### config.mk
export PLATFORM = sky130hd
export DESIGN_NAME = onehot_dispatch_decoder
export DESIGN_NICKNAME = d
export VERILOG_FILES = /design/src/rtl/onehot_dispatch_decoder.sv
export SDC_FILE = /design/constraint.sdc
export NUM_CORES = 1
export LEC_CHECK = 0
export ABC_CLOCK_PERIOD_IN_PS = 10000
export CAP_MARGIN = 5
export CORE_UTILIZATION = 50
export CTS_BUF_LIST = sky130_fd_sc_hd__clkbuf_16
export DETAILED_ROUTE_END_ITERATION = 6
export PLACE_DENSITY = 0.83
export SLEW_MARGIN = 20
export SYNTH_ARGS = -nofsm -noshare
export SYNTH_HDL_FRONTEND = slang
export SYNTH_SLANG_ARGS = --single-unit
### constraint.sdc
create_clock -name clk -period 10 [get_ports clk]
set_clock_uncertainty 0.2 [all_clocks]
set_input_delay 1 -clock clk [delete_from_list [all_inputs] [get_ports clk]]
set_output_delay 1 -clock clk [all_outputs]
set_load 0.05 [all_outputs]
### src/rtl/onehot_dispatch_decoder.sv
// -----------------------------------------------------------------------------
// onehot_dispatch_decoder
//
// Receive end of the encoded-request path. Encoded request indices arrive over
// a valid/ready handshake and are queued in arrival order. The queue head is
// re-expanded to a one-hot select, which is held until the consumer
// acknowledges it. A per-line pending bitmap records which indices are queued.
// Duplicate indices and out-of-range indices are dropped, and each drop raises
// a one-cycle error pulse.
//
// Ports
//   clk, rst    : rising-edge clock; asynchronous active-high reset
//   in_idx      : encoded request index
//   in_valid    : in_idx is valid
//   in_ready    : queue can accept (!full && !rst), combinational
//   out_onehot  : 1 << head index while out_valid, else zero (registered)
//   out_valid   : head entry presented (registered)
//   out_ack     : consumer done with head; pops while out_valid
//   pending     : bit i set while index i is queued
//   count       : number of queued entries (0..DEPTH)
//   dup_drop    : one-cycle pulse when an accepted index was a duplicate
//   range_err   : one-cycle pulse when an accepted index was >= N_OUT
// -----------------------------------------------------------------------------
module onehot_dispatch_decoder #(
  parameter int N_OUT = 8,
  parameter int IDX_W = 3,
  parameter int DEPTH = 4
) (
  input  logic                   clk,
  input  logic                   rst,
  input  logic [IDX_W-1:0]       in_idx,
  input  logic                   in_valid,
  output logic                   in_ready,
  output logic [N_OUT-1:0]       out_onehot,
  output logic                   out_valid,
  input  logic                   out_ack,
  output logic [N_OUT-1:0]       pending,
  output logic [$clog2(DEPTH):0] count,
  output logic                   dup_drop,
  output logic                   range_err
);

  localparam int PTR_W = $clog2(DEPTH);
  localparam int CNT_W = PTR_W + 1;
  localparam logic [IDX_W:0]   N_OUT_L = (IDX_W + 1)'(N_OUT);
  localparam logic [CNT_W-1:0] DEPTH_L = CNT_W'(DEPTH);

  typedef enum logic {
    ST_IDLE    = 1'b0,
    ST_PRESENT = 1'b1
  } state_t;

  // Expand an index to its one-hot line. Indices at or above N_OUT shift the
  // bit out of range and give all zeros.
  function automatic logic [N_OUT-1:0] idx_to_onehot(input logic [IDX_W-1:0] idx);
    idx_to_onehot = {{(N_OUT-1){1'b0}}, 1'b1} << idx;
  endfunction

  state_t             state_q, state_d;
  logic [PTR_W-1:0]   wr_ptr_q, wr_ptr_d;
  logic [PTR_W-1:0]   rd_ptr_q, rd_ptr_d;
  logic [CNT_W-1:0]   count_q, count_d;
  logic [N_OUT-1:0]   pending_q, pending_d;
  logic [N_OUT-1:0]   onehot_q, onehot_d;
  logic               dup_q, dup_d;
  logic               rng_q, rng_d;
  logic [IDX_W-1:0]   mem_q [DEPTH];

  logic               in_ready_s;
  logic               xfer_s;
  logic               pop_s;
  logic               push_s;
  logic               range_bad_s;
  logic               dup_s;
  logic [IDX_W-1:0]   head_idx_s;
  logic [IDX_W-1:0]   next_head_s;
  logic [N_OUT-1:0]   clear_mask_s;
  logic [N_OUT-1:0]   pend_after_pop_s;
  logic [CNT_W-1:0]   remain_s;

  // Handshake, drop classification and next-state computation.
  always_comb begin
    // A pop in the same cycle never frees space for a push when the queue is full.
    in_ready_s       = (count_q != DEPTH_L) && !rst;
    xfer_s           = in_valid && in_ready_s;
    pop_s            = (state_q == ST_PRESENT) && out_ack;
    head_idx_s       = mem_q[rd_ptr_q];
    clear_mask_s     = pop_s ? idx_to_onehot(head_idx_s) : {N_OUT{1'b0}};
    // The duplicate check uses the bitmap after this cycle's pop has cleared
    // its bit, so re-pushing the index being popped is legal.
    pend_after_pop_s = pending_q & ~clear_mask_s;
    range_bad_s      = ({1'b0, in_idx} >= N_OUT_L);
    dup_s            = !range_bad_s && (|(pend_after_pop_s & idx_to_onehot(in_idx)));
    push_s           = xfer_s && !range_bad_s && !dup_s;

    wr_ptr_d  = wr_ptr_q + PTR_W'(push_s);
    rd_ptr_d  = rd_ptr_q + PTR_W'(pop_s);
    count_d   = count_q + CNT_W'(push_s) - CNT_W'(pop_s);
    pending_d = pend_after_pop_s | (push_s ? idx_to_onehot(in_idx) : {N_OUT{1'b0}});
    dup_d     = xfer_s && dup_s;
    rng_d     = xfer_s && range_bad_s;

    // If memory holds nothing beyond the popped head, the next head can only
    // be the index that is being pushed in this cycle.
    remain_s = count_q - CNT_W'(pop_s);
    if (remain_s != {CNT_W{1'b0}}) begin
      next_head_s = mem_q[rd_ptr_d];
    end else begin
      next_head_s = in_idx;
    end

    case (state_q)
      ST_IDLE: begin
        if (push_s) begin
          state_d = ST_PRESENT;
        end else begin
          state_d = ST_IDLE;
        end
      end
      ST_PRESENT: begin
        if (count_d == {CNT_W{1'b0}}) begin
          state_d = ST_IDLE;
        end else begin
          state_d = ST_PRESENT;
        end
      end
      default: begin
        state_d = ST_IDLE;
      end
    endcase

    if (state_d == ST_PRESENT) begin
      onehot_d = idx_to_onehot(next_head_s);
    end else begin
      onehot_d = {N_OUT{1'b0}};
    end
  end

  // Output FSM, pointers, occupancy, pending bitmap and error pulses.
  always_ff @(posedge clk or posedge rst) begin
    if (rst) begin
      state_q   <= ST_IDLE;
      wr_ptr_q  <= {PTR_W{1'b0}};
      rd_ptr_q  <= {PTR_W{1'b0}};
      count_q   <= {CNT_W{1'b0}};
      pending_q <= {N_OUT{1'b0}};
      onehot_q  <= {N_OUT{1'b0}};
      dup_q     <= 1'b0;
      rng_q     <= 1'b0;
    end else begin
      state_q   <= state_d;
      wr_ptr_q  <= wr_ptr_d;
      rd_ptr_q  <= rd_ptr_d;
      count_q   <= count_d;
      pending_q <= pending_d;
      onehot_q  <= onehot_d;
      dup_q     <= dup_d;
      rng_q     <= rng_d;
    end
  end

  // Queue storage. It needs no reset because it is read only at occupied slots.
  always_ff @(posedge clk) begin
    if (push_s) begin
      mem_q[wr_ptr_q] <= in_idx;
    end
  end

  assign in_ready   = in_ready_s;
  assign out_valid  = (state_q == ST_PRESENT);
  assign out_onehot = onehot_q;
  assign pending    = pending_q;
  assign count      = count_q;
  assign dup_drop   = dup_q;
  assign range_err  = rng_q;

endmodule

==> metrics.md, run 1 <==
| Metric | Value |
|---|---|
| Pin count of the biggest net entering global routing | 26 |
| Primary FF master, synth | dfrtp_1 |
| Initial Utilization | 53.9% |
| CP endpoint kind | flip-flop |
| Row cnt | 21 |
| Post-route insts no fill | 225 |
| Hold bufs inserted after CTS | 0 |
| Dpl ws | 4.87 ns |
| Final Hold Viols | 0 |
| CTS Sinks | 37 |
| Buf/Inv on CP | 2 |
| Setup Buffers After CTS | 0 |
| Total number of vias | 1288 |
| Top cells by area, synth | dfrtp_1 (34%), edfxtp_1 (19%), mux4_2 (7.3%) |
| Achievable clock frequency | 0.205 GHz |
| CP Launch Type | input port |
| Detailed-route DRC error count | 0 |
| Die Y-Extent | 62.9 um |
| N_diodes | 0 |
| Critical path peak fanout | 10 |
| Max-slew violation count | 0 |
| Routability cong. | 0.902 |
| Yosys warning total | 0 |
| Layout cell share with drive strength beyond 1 | 14.5% |
| Most frequent cells in the layout | clkdlybuf4s50_1 (28), dfrtp_1 (25), nand2_1 (17), edfxtp_1 (12) |
| Filler cells | 257 |
| Pwr dens | 354 nW/um2 |
| Clock tree from TritonCTS | yes |
| Nets | 191 |
| Mapped cell area | 1860 um2 |
| Yosys top cell area share | 33.7% |
| WP data arrival | 4.87 ns |
| PostCTS Resize Cnt | 0 |
| CP cell instances | clkdlybuf4s50_1 > nand2_1 > nor4_2 > o32ai_1 > a211oi_4 > nand2_4 > ha_1 > inv_1 > ha_1 > fa_1 > xor2_1 > xnor2_1 > nor3_1 > a21boi_0 > nand2_1 > nor2_1 |
| Vias in the first global route | 1323 |
| Min Tclk post-route | 4.87 ns |
| Worst hold slack | 0.315 ns |
| Sequential area share after synthesis | 53.1% |
| Status | complete, no violations |
| Fin crit share | 48.7% |
| Cts bufs inserted | 5 |
| Reg2reg path depth | 15 |
| Total wire length | 3700 um |
| Drt wl/cell | 16.5 um |
| Setup ws final | 5.13 ns |
| Die Area | 3960 um2 |
| DIE WIDTH | 62.9 um |
| Via density | 5.72 |
| Worst Hold Class | reg2reg |
| Ys async rst share | 67.6% |
| Drt first pass iters | 4 |
| Worst-margin pin slew | 0.933 ns |
| IO Count | 30 |
| Iteration-0 DRC count of the detailed router | 25 |
| Max-cap viol count | 0 |
| Final Setup Violations | 0 |
| Total core area | 3440 um2 |
| DP HPWL | 2700 um |
| CTS root buf | clkbuf_16 |
| Port bufs | 28 |
| Largest area contributor in the netlist | dfrtp_1 |
| Post-Syn Instances | 145 |
| Hold path depth | 2 |
| Worst path depth | 16 |
| GRT Overall Usage | 21.6% |
| Post-synth EDFFs | 12 |
| Syn_nets | 158 |
| Max clock buf depth | 2 |
| First-pass GRT wire length | 6370 um |
| Slowest cell delay on critical path | 0.46 ns |
| ANT nets after route | 0 |
| Layout area overhead | 25.2% |
| RSZ-0062 raised after global routing | no |
| Worst path slowest cell | clkdlybuf4s50_1 |
| Leading cell type in the layout, fill and taps excluded | clkdlybuf4s50_1 |
| Syn avg cell area | 12.8 um2 |
| H-tree levels | 2 |
| CTS clk-pin slew, worst paths | 0.05 ns |
| GR Overflow Total | 0 |
| Max VDD drop | 186 uV |
| Seq cells post-synth | 37 |
| Synth unique cells | 47 |
| Slew margin rel. | 37.7% |
| Kind of critical path | in2reg |
| Setup TNS | 0 ns |
| Lkg Pwr | 0.942 nW |
| Worst EP required | 10.00 ns |
| Dpl cells | 217 |
| Initial antenna violation count | 0 |
| Worst path top cell family by delay | simple AND/OR/NAND/NOR gates |
| Worst-Skew Late Latency | 0.28 ns |
-- path summary, 6_finish.rpt --
path | startpoint | to | slack (ns)
worst min-delay path | pending[3] | pending[3] | 0.32
max in group asynchronous | rst | rd_ptr_q[0] | 7.95
worst max-delay path | out_ack | out_onehot[2] | 5.13
worst max register to register | rd_ptr_q[0] | out_onehot[2] | 5.38
min in group asynchronous | rst | out_valid | 1.07
worst min register to register | pending[3] | pending[3] | 0.32
-- flip-flops by register name, summed over array words and instances (netlist names) --
name / count
out_onehot: 8
wr_ptr_q: 2
count: 3
dup_drop: 1
out_valid: 1
rd_ptr_q: 2
pending: 8
mem_q: 12
-- stage by stage --
step	power, mW	area [um2]	utilization, %
6_report	0.823	2320	67.5
2_1_floorplan	0.555	1860	-
5_1_grt	0.870	2320	67.5
3_5_place_dp	0.674	2180	63.4
3_3_place_gp	0.660	2180	63.4
4_1_cts	0.828	2320	67.5
-- synthesized netlist by cell type, types with 2 or more instances --
| cell | number |
|---|---|
| dfrtp_1 | 25 |
| nand2_1 | 17 |
| edfxtp_1 | 12 |
| inv_1 | 10 |
| nor2_1 | 10 |
| mux4_2 | 6 |
| ha_1 | 5 |
| nor2b_1 | 5 |
| a21oi_1 | 4 |
| mux2i_1 | 3 |
| nand4b_1 | 3 |
| xor2_1 | 3 |
| a32oi_1 | 2 |
| nand2b_1 | 2 |
| nor3_1 | 2 |
| nor3b_2 | 2 |
| o22ai_1 | 2 |
| o2bb2ai_1 | 2 |
| xnor2_1 | 2 |
-- cell families (layout without fill, tap and decap cells) --
group	Yosys count	count (layout)	share of synthesized area, %
AND/OR/NAND/NOR	54	54	18.1
flip-flops	37	37	53.1
AO/OA/AOI/OAI	21	21	10.2
buffers and inverters	12	46	2.70
multiplexers	9	9	8.90
adder cells (fa/ha/maj)	6	6	4.45
XOR/XNOR	5	5	2.36
other	1	1	0.202
-- final cells by class --
| class | count | area [um2] | share of cell area (%) |
|---|---|---|---|
| multi-input combinational | 96 | 820 | 35.3 |
| tap | 46 | 57.6 | 2.48 |
| timing repair buffer | 28 | 280 | 12.1 |
| sequential | 37 | 986 | 42.4 |
| inverter | 10 | 37.5 | 1.62 |
| clock inverter | 3 | 17.5 | 0.754 |
| clock buffer | 5 | 125 | 5.39 |
-- routing by layer --
| layer | share of wire, % | up-vias | GRT usage, % |
|---|---|---|---|
| met1 | 43 | 638 | 26.5 |
| met2 | 50 | 42 | 35.1 |
| met3 | 4.6 | 12 | 5.66 |
| li1 | - | 596 | - |
| met4 | 2.7 | 0 | 11.0 |
| met5 | 0 | - | 0 |
-- power by group --
group          leakage, nW  internal, mW  switching (mW)
clock               0.0712        0.0912          0.0586
sequential           0.423         0.202          0.0385
combinational        0.447         0.163           0.270
-- tightest hold or removal path: stages, from the launching register on --
cell     delay [ns]
dfrtp_1        0.36
nand2_1        0.07
o31ai_2        0.06
Power figures use the tool's default switching activity.
==> run 2, diff against run 1 <==
Settings changed: ABC_CLOCK_PERIOD_IN_PS 10000 to 4400, CORE_UTILIZATION 50 to 47, PLACE_DENSITY 0.83 to 0.82.
Clock period 10 ns to 4.4 ns, I/O delays scaled along.
==> metrics.md, run 2 (synthesis results as in run 1) <==
| Metric | Value |
|---|---|
| Final Hold Viols | 0 (unchanged) |
| N_diodes | 0 (unchanged) |
| Slowest cell delay on critical path | 0.60 ns (+0.14 ns) |
| Kind of critical path | reg2reg |
| Flop2flop setup slack | 0.14 ns (-5.24 ns) |
| Max-slew violation count | 0 (unchanged) |
| Drt wl/cell | 17.0 um (+3.4%) |
| Register with the most flip-flops | mem_q |
| Nets | 201 (+5.2%) |
| Worst setup path startpoint | rd_ptr_q[0] |
| Worst path top cell family by delay | simple AND/OR/NAND/NOR gates |
| Clock tree from TritonCTS | yes |
| Layout cell share with drive strength beyond 1 | 21.7% (+7.2 points) |
| CP most frequent cell | ha_1 |
| Dpl cells | 225 (+3.7%) |
| DIE WIDTH | 64.8 um (+3.0%) |
| Die Y-Extent | 64.8 um (+3.0%) |
| Port bufs | 28 (unchanged) |
| Drt first pass iters | 4 (unchanged) |
| Min Tclk post-route | 4.26 ns |
| Status | complete, no violations |
| Total wire length | 4030 um (+8.9%) |
| First-pass GRT wire length | 6740 um (+5.9%) |
| CP Launch Type | flip-flop |
| Post-route insts no fill | 237 (+5.3%) |
| Initial antenna violation count | 0 (unchanged) |
| Worst path slowest cell | or4b_1 |
| Leading cell type in the layout, fill and taps excluded | clkdlybuf4s50_1 |
| Vias in the first global route | 1381 (+4.4%) |
| CTS Sinks | 37 (unchanged) |
| Slew margin rel. | 38.6% (+0.88 points) |
| Hold bufs inserted after CTS | 0 (unchanged) |
| WP data arrival | 4.20 ns (-0.67 ns) |
| Max VDD drop | 440 uV (+140%) |
| Fin crit share | 96.9% |
| Worst-Skew Late Latency | 0.27 ns (about the same) |
| CTS clk-pin slew, worst paths | 0.06 ns (about the same) |
| Worst Hold Class | reg2reg |
| Max clock buf depth | 2 (unchanged) |
| Reg2reg path depth | 15 (unchanged) |
| Layout area overhead | 31.8% |
| Worst-margin pin slew | 0.920 ns (-0.0132 ns) |
| Lkg Pwr | 0.997 nW (+5.9%) |
| Crit path capture | out_onehot[5] |
| Buf/Inv on CP | 1 (-1) |
| Cts bufs inserted | 5 (unchanged) |
| Routability cong. | 0.823 (-8.8%) |
| DP HPWL | 2930 um (+8.6%) |
| Max reg flops | 12 (unchanged) |
| H-tree levels | 2 (unchanged) |
| Row cnt | 22 (+4.8%) |
| Most frequent cells in the layout | clkdlybuf4s50_1 (28), dfrtp_1 (24), nand2_1 (17), edfxtp_1 (12) |
| Iteration-0 DRC count of the detailed router | 52 (+110%) |
| Gr busiest metal | met2 |
| IO Count | 30 (unchanged) |
| CP cell instances | mux4_2 > or4b_1 > a32oi_1 > o22a_2 > nand2_4 > ha_1 > inv_1 > ha_1 > fa_1 > xor2_1 > xnor2_1 > nor3_2 > a21oi_2 > nand2_1 > nor2_1 |
| Achievable clock frequency | 0.235 GHz |
| Final Setup Violations | 0 (unchanged) |
| CTS root buf | clkbuf_16 |
| R2r endpoint | out_onehot[5] |
| Total number of vias | 1329 (+3.2%) |
| Critical path peak fanout | 5 (-5) |
| Setup TNS | 0 ns (unchanged) |
| Detailed-route DRC error count | 0 (unchanged) |
| Pwr dens | 816 nW/um2 (+130%) |
| Worst path depth | 15 (-1) |
| Initial Utilization | 49.9% (-4.0 points) |
| Die Area | 4200 um2 (+6.2%) |
| R2r startpoint | rd_ptr_q[0] |
| ANT nets after route | 0 (unchanged) |
| GR met1 Demand/Resource | 27.2% (+0.67 points) |
| Pin count of the biggest net entering global routing | 26 (unchanged) |
| GRT Overall Usage | 21.9% (+0.25 points) |
| Worst EP required | 4.34 ns (-5.66 ns) |
| Max-cap viol count | 0 (unchanged) |
| Total power | 2.00 mW (+140%) |
| Total core area | 3720 um2 (+8.0%) |
| Met3 Use GR | 4.05% (-1.6 points) |
| GRT met2 Usage | 36.2% (+1.1 points) |
| Via density | 5.61 (-2.0%) |
| GR Overflow Total | 0 (unchanged) |
| CP endpoint kind | flip-flop |
==> run 2: changes by cell type in the layout (fill, tap and decap cells not counted), sizes merged <==
| cell | before | now |
|---|---|---|
| bufinv | 0 | 1 |
| buf | 0 | 10 |
| clkinv | 3 | 1 |
| clkinvlp | 0 | 1 |
==> run 2: worst min-delay path, delay by kind of cell, from the launching register on <==
family / cells / cell delay [ns]
AOI/OAI and AO/OA: 1 / 0.05
DFF: 1 / 0.35
and+or+nand+nor: 1 / 0.07
==> run 2: metal layers <==
layer,up-vias,part of all wire [%]
li1,617,-
met1,641,41
met2,58,51
met3,13,5.0
met4,0,3.1
met5,-,0
==> run 2: cell type report <==
type / instances / area [um2]
Inverter: 10 / 37.5
Multi-Input combinational cell: 96 / 838
Timing Repair Buffer: 38 / 355
Sequential cell: 37 / 987
Fill cell: 274 / 1270
Tap cell: 48 / 60.1
Clock buffer: 5 / 125
Clock inverter: 3 / 41.3
==> run 2: power by group <==
group	switching, mW	internal, mW
sequential	0.0914	0.460
clock	0.125	0.265
combinational	0.639	0.416
total	0.855	1.14
==> run 2: through the flow <==
step	hold WS [ns]	setup WS, ns	instance area (um2)	utilization, %
after floorplan	0.267	0.224	1860	-
after global placement	0.289	0.122	2230	60.1
after detailed placement	0.306	-0.0703	2230	60.1
after CTS	0.314	0.0114	2420	65.0
after global routing	0.340	-0.0375	2440	65.8
final	0.306	0.137	2440	65.8
==> run 2: worst min path at each step <==
| stage | startpoint | slack, ns | end | cells after the start |
|---|---|---|---|---|
| 5_1_grt | pending[7] | 0.34 | pending[7] | 1 |
| 3_3_place_gp | pending[3] | 0.29 | pending[3] | 2 |
| 6_report | pending[3] | 0.31 | pending[3] | 2 |
| 2_1_floorplan | rst | 0.27 | count[0] | 1 |
| 4_1_cts | pending[3] | 0.31 | pending[3] | 2 |
| 3_5_place_dp | pending[7] | 0.31 | pending[7] | 1 |
==> run 2: repair_timing <==
action                     CTS  global route
setup endpoints to repair    7             8
setup buffers                2             2
pin swaps                    0             1
resized for setup            1             4
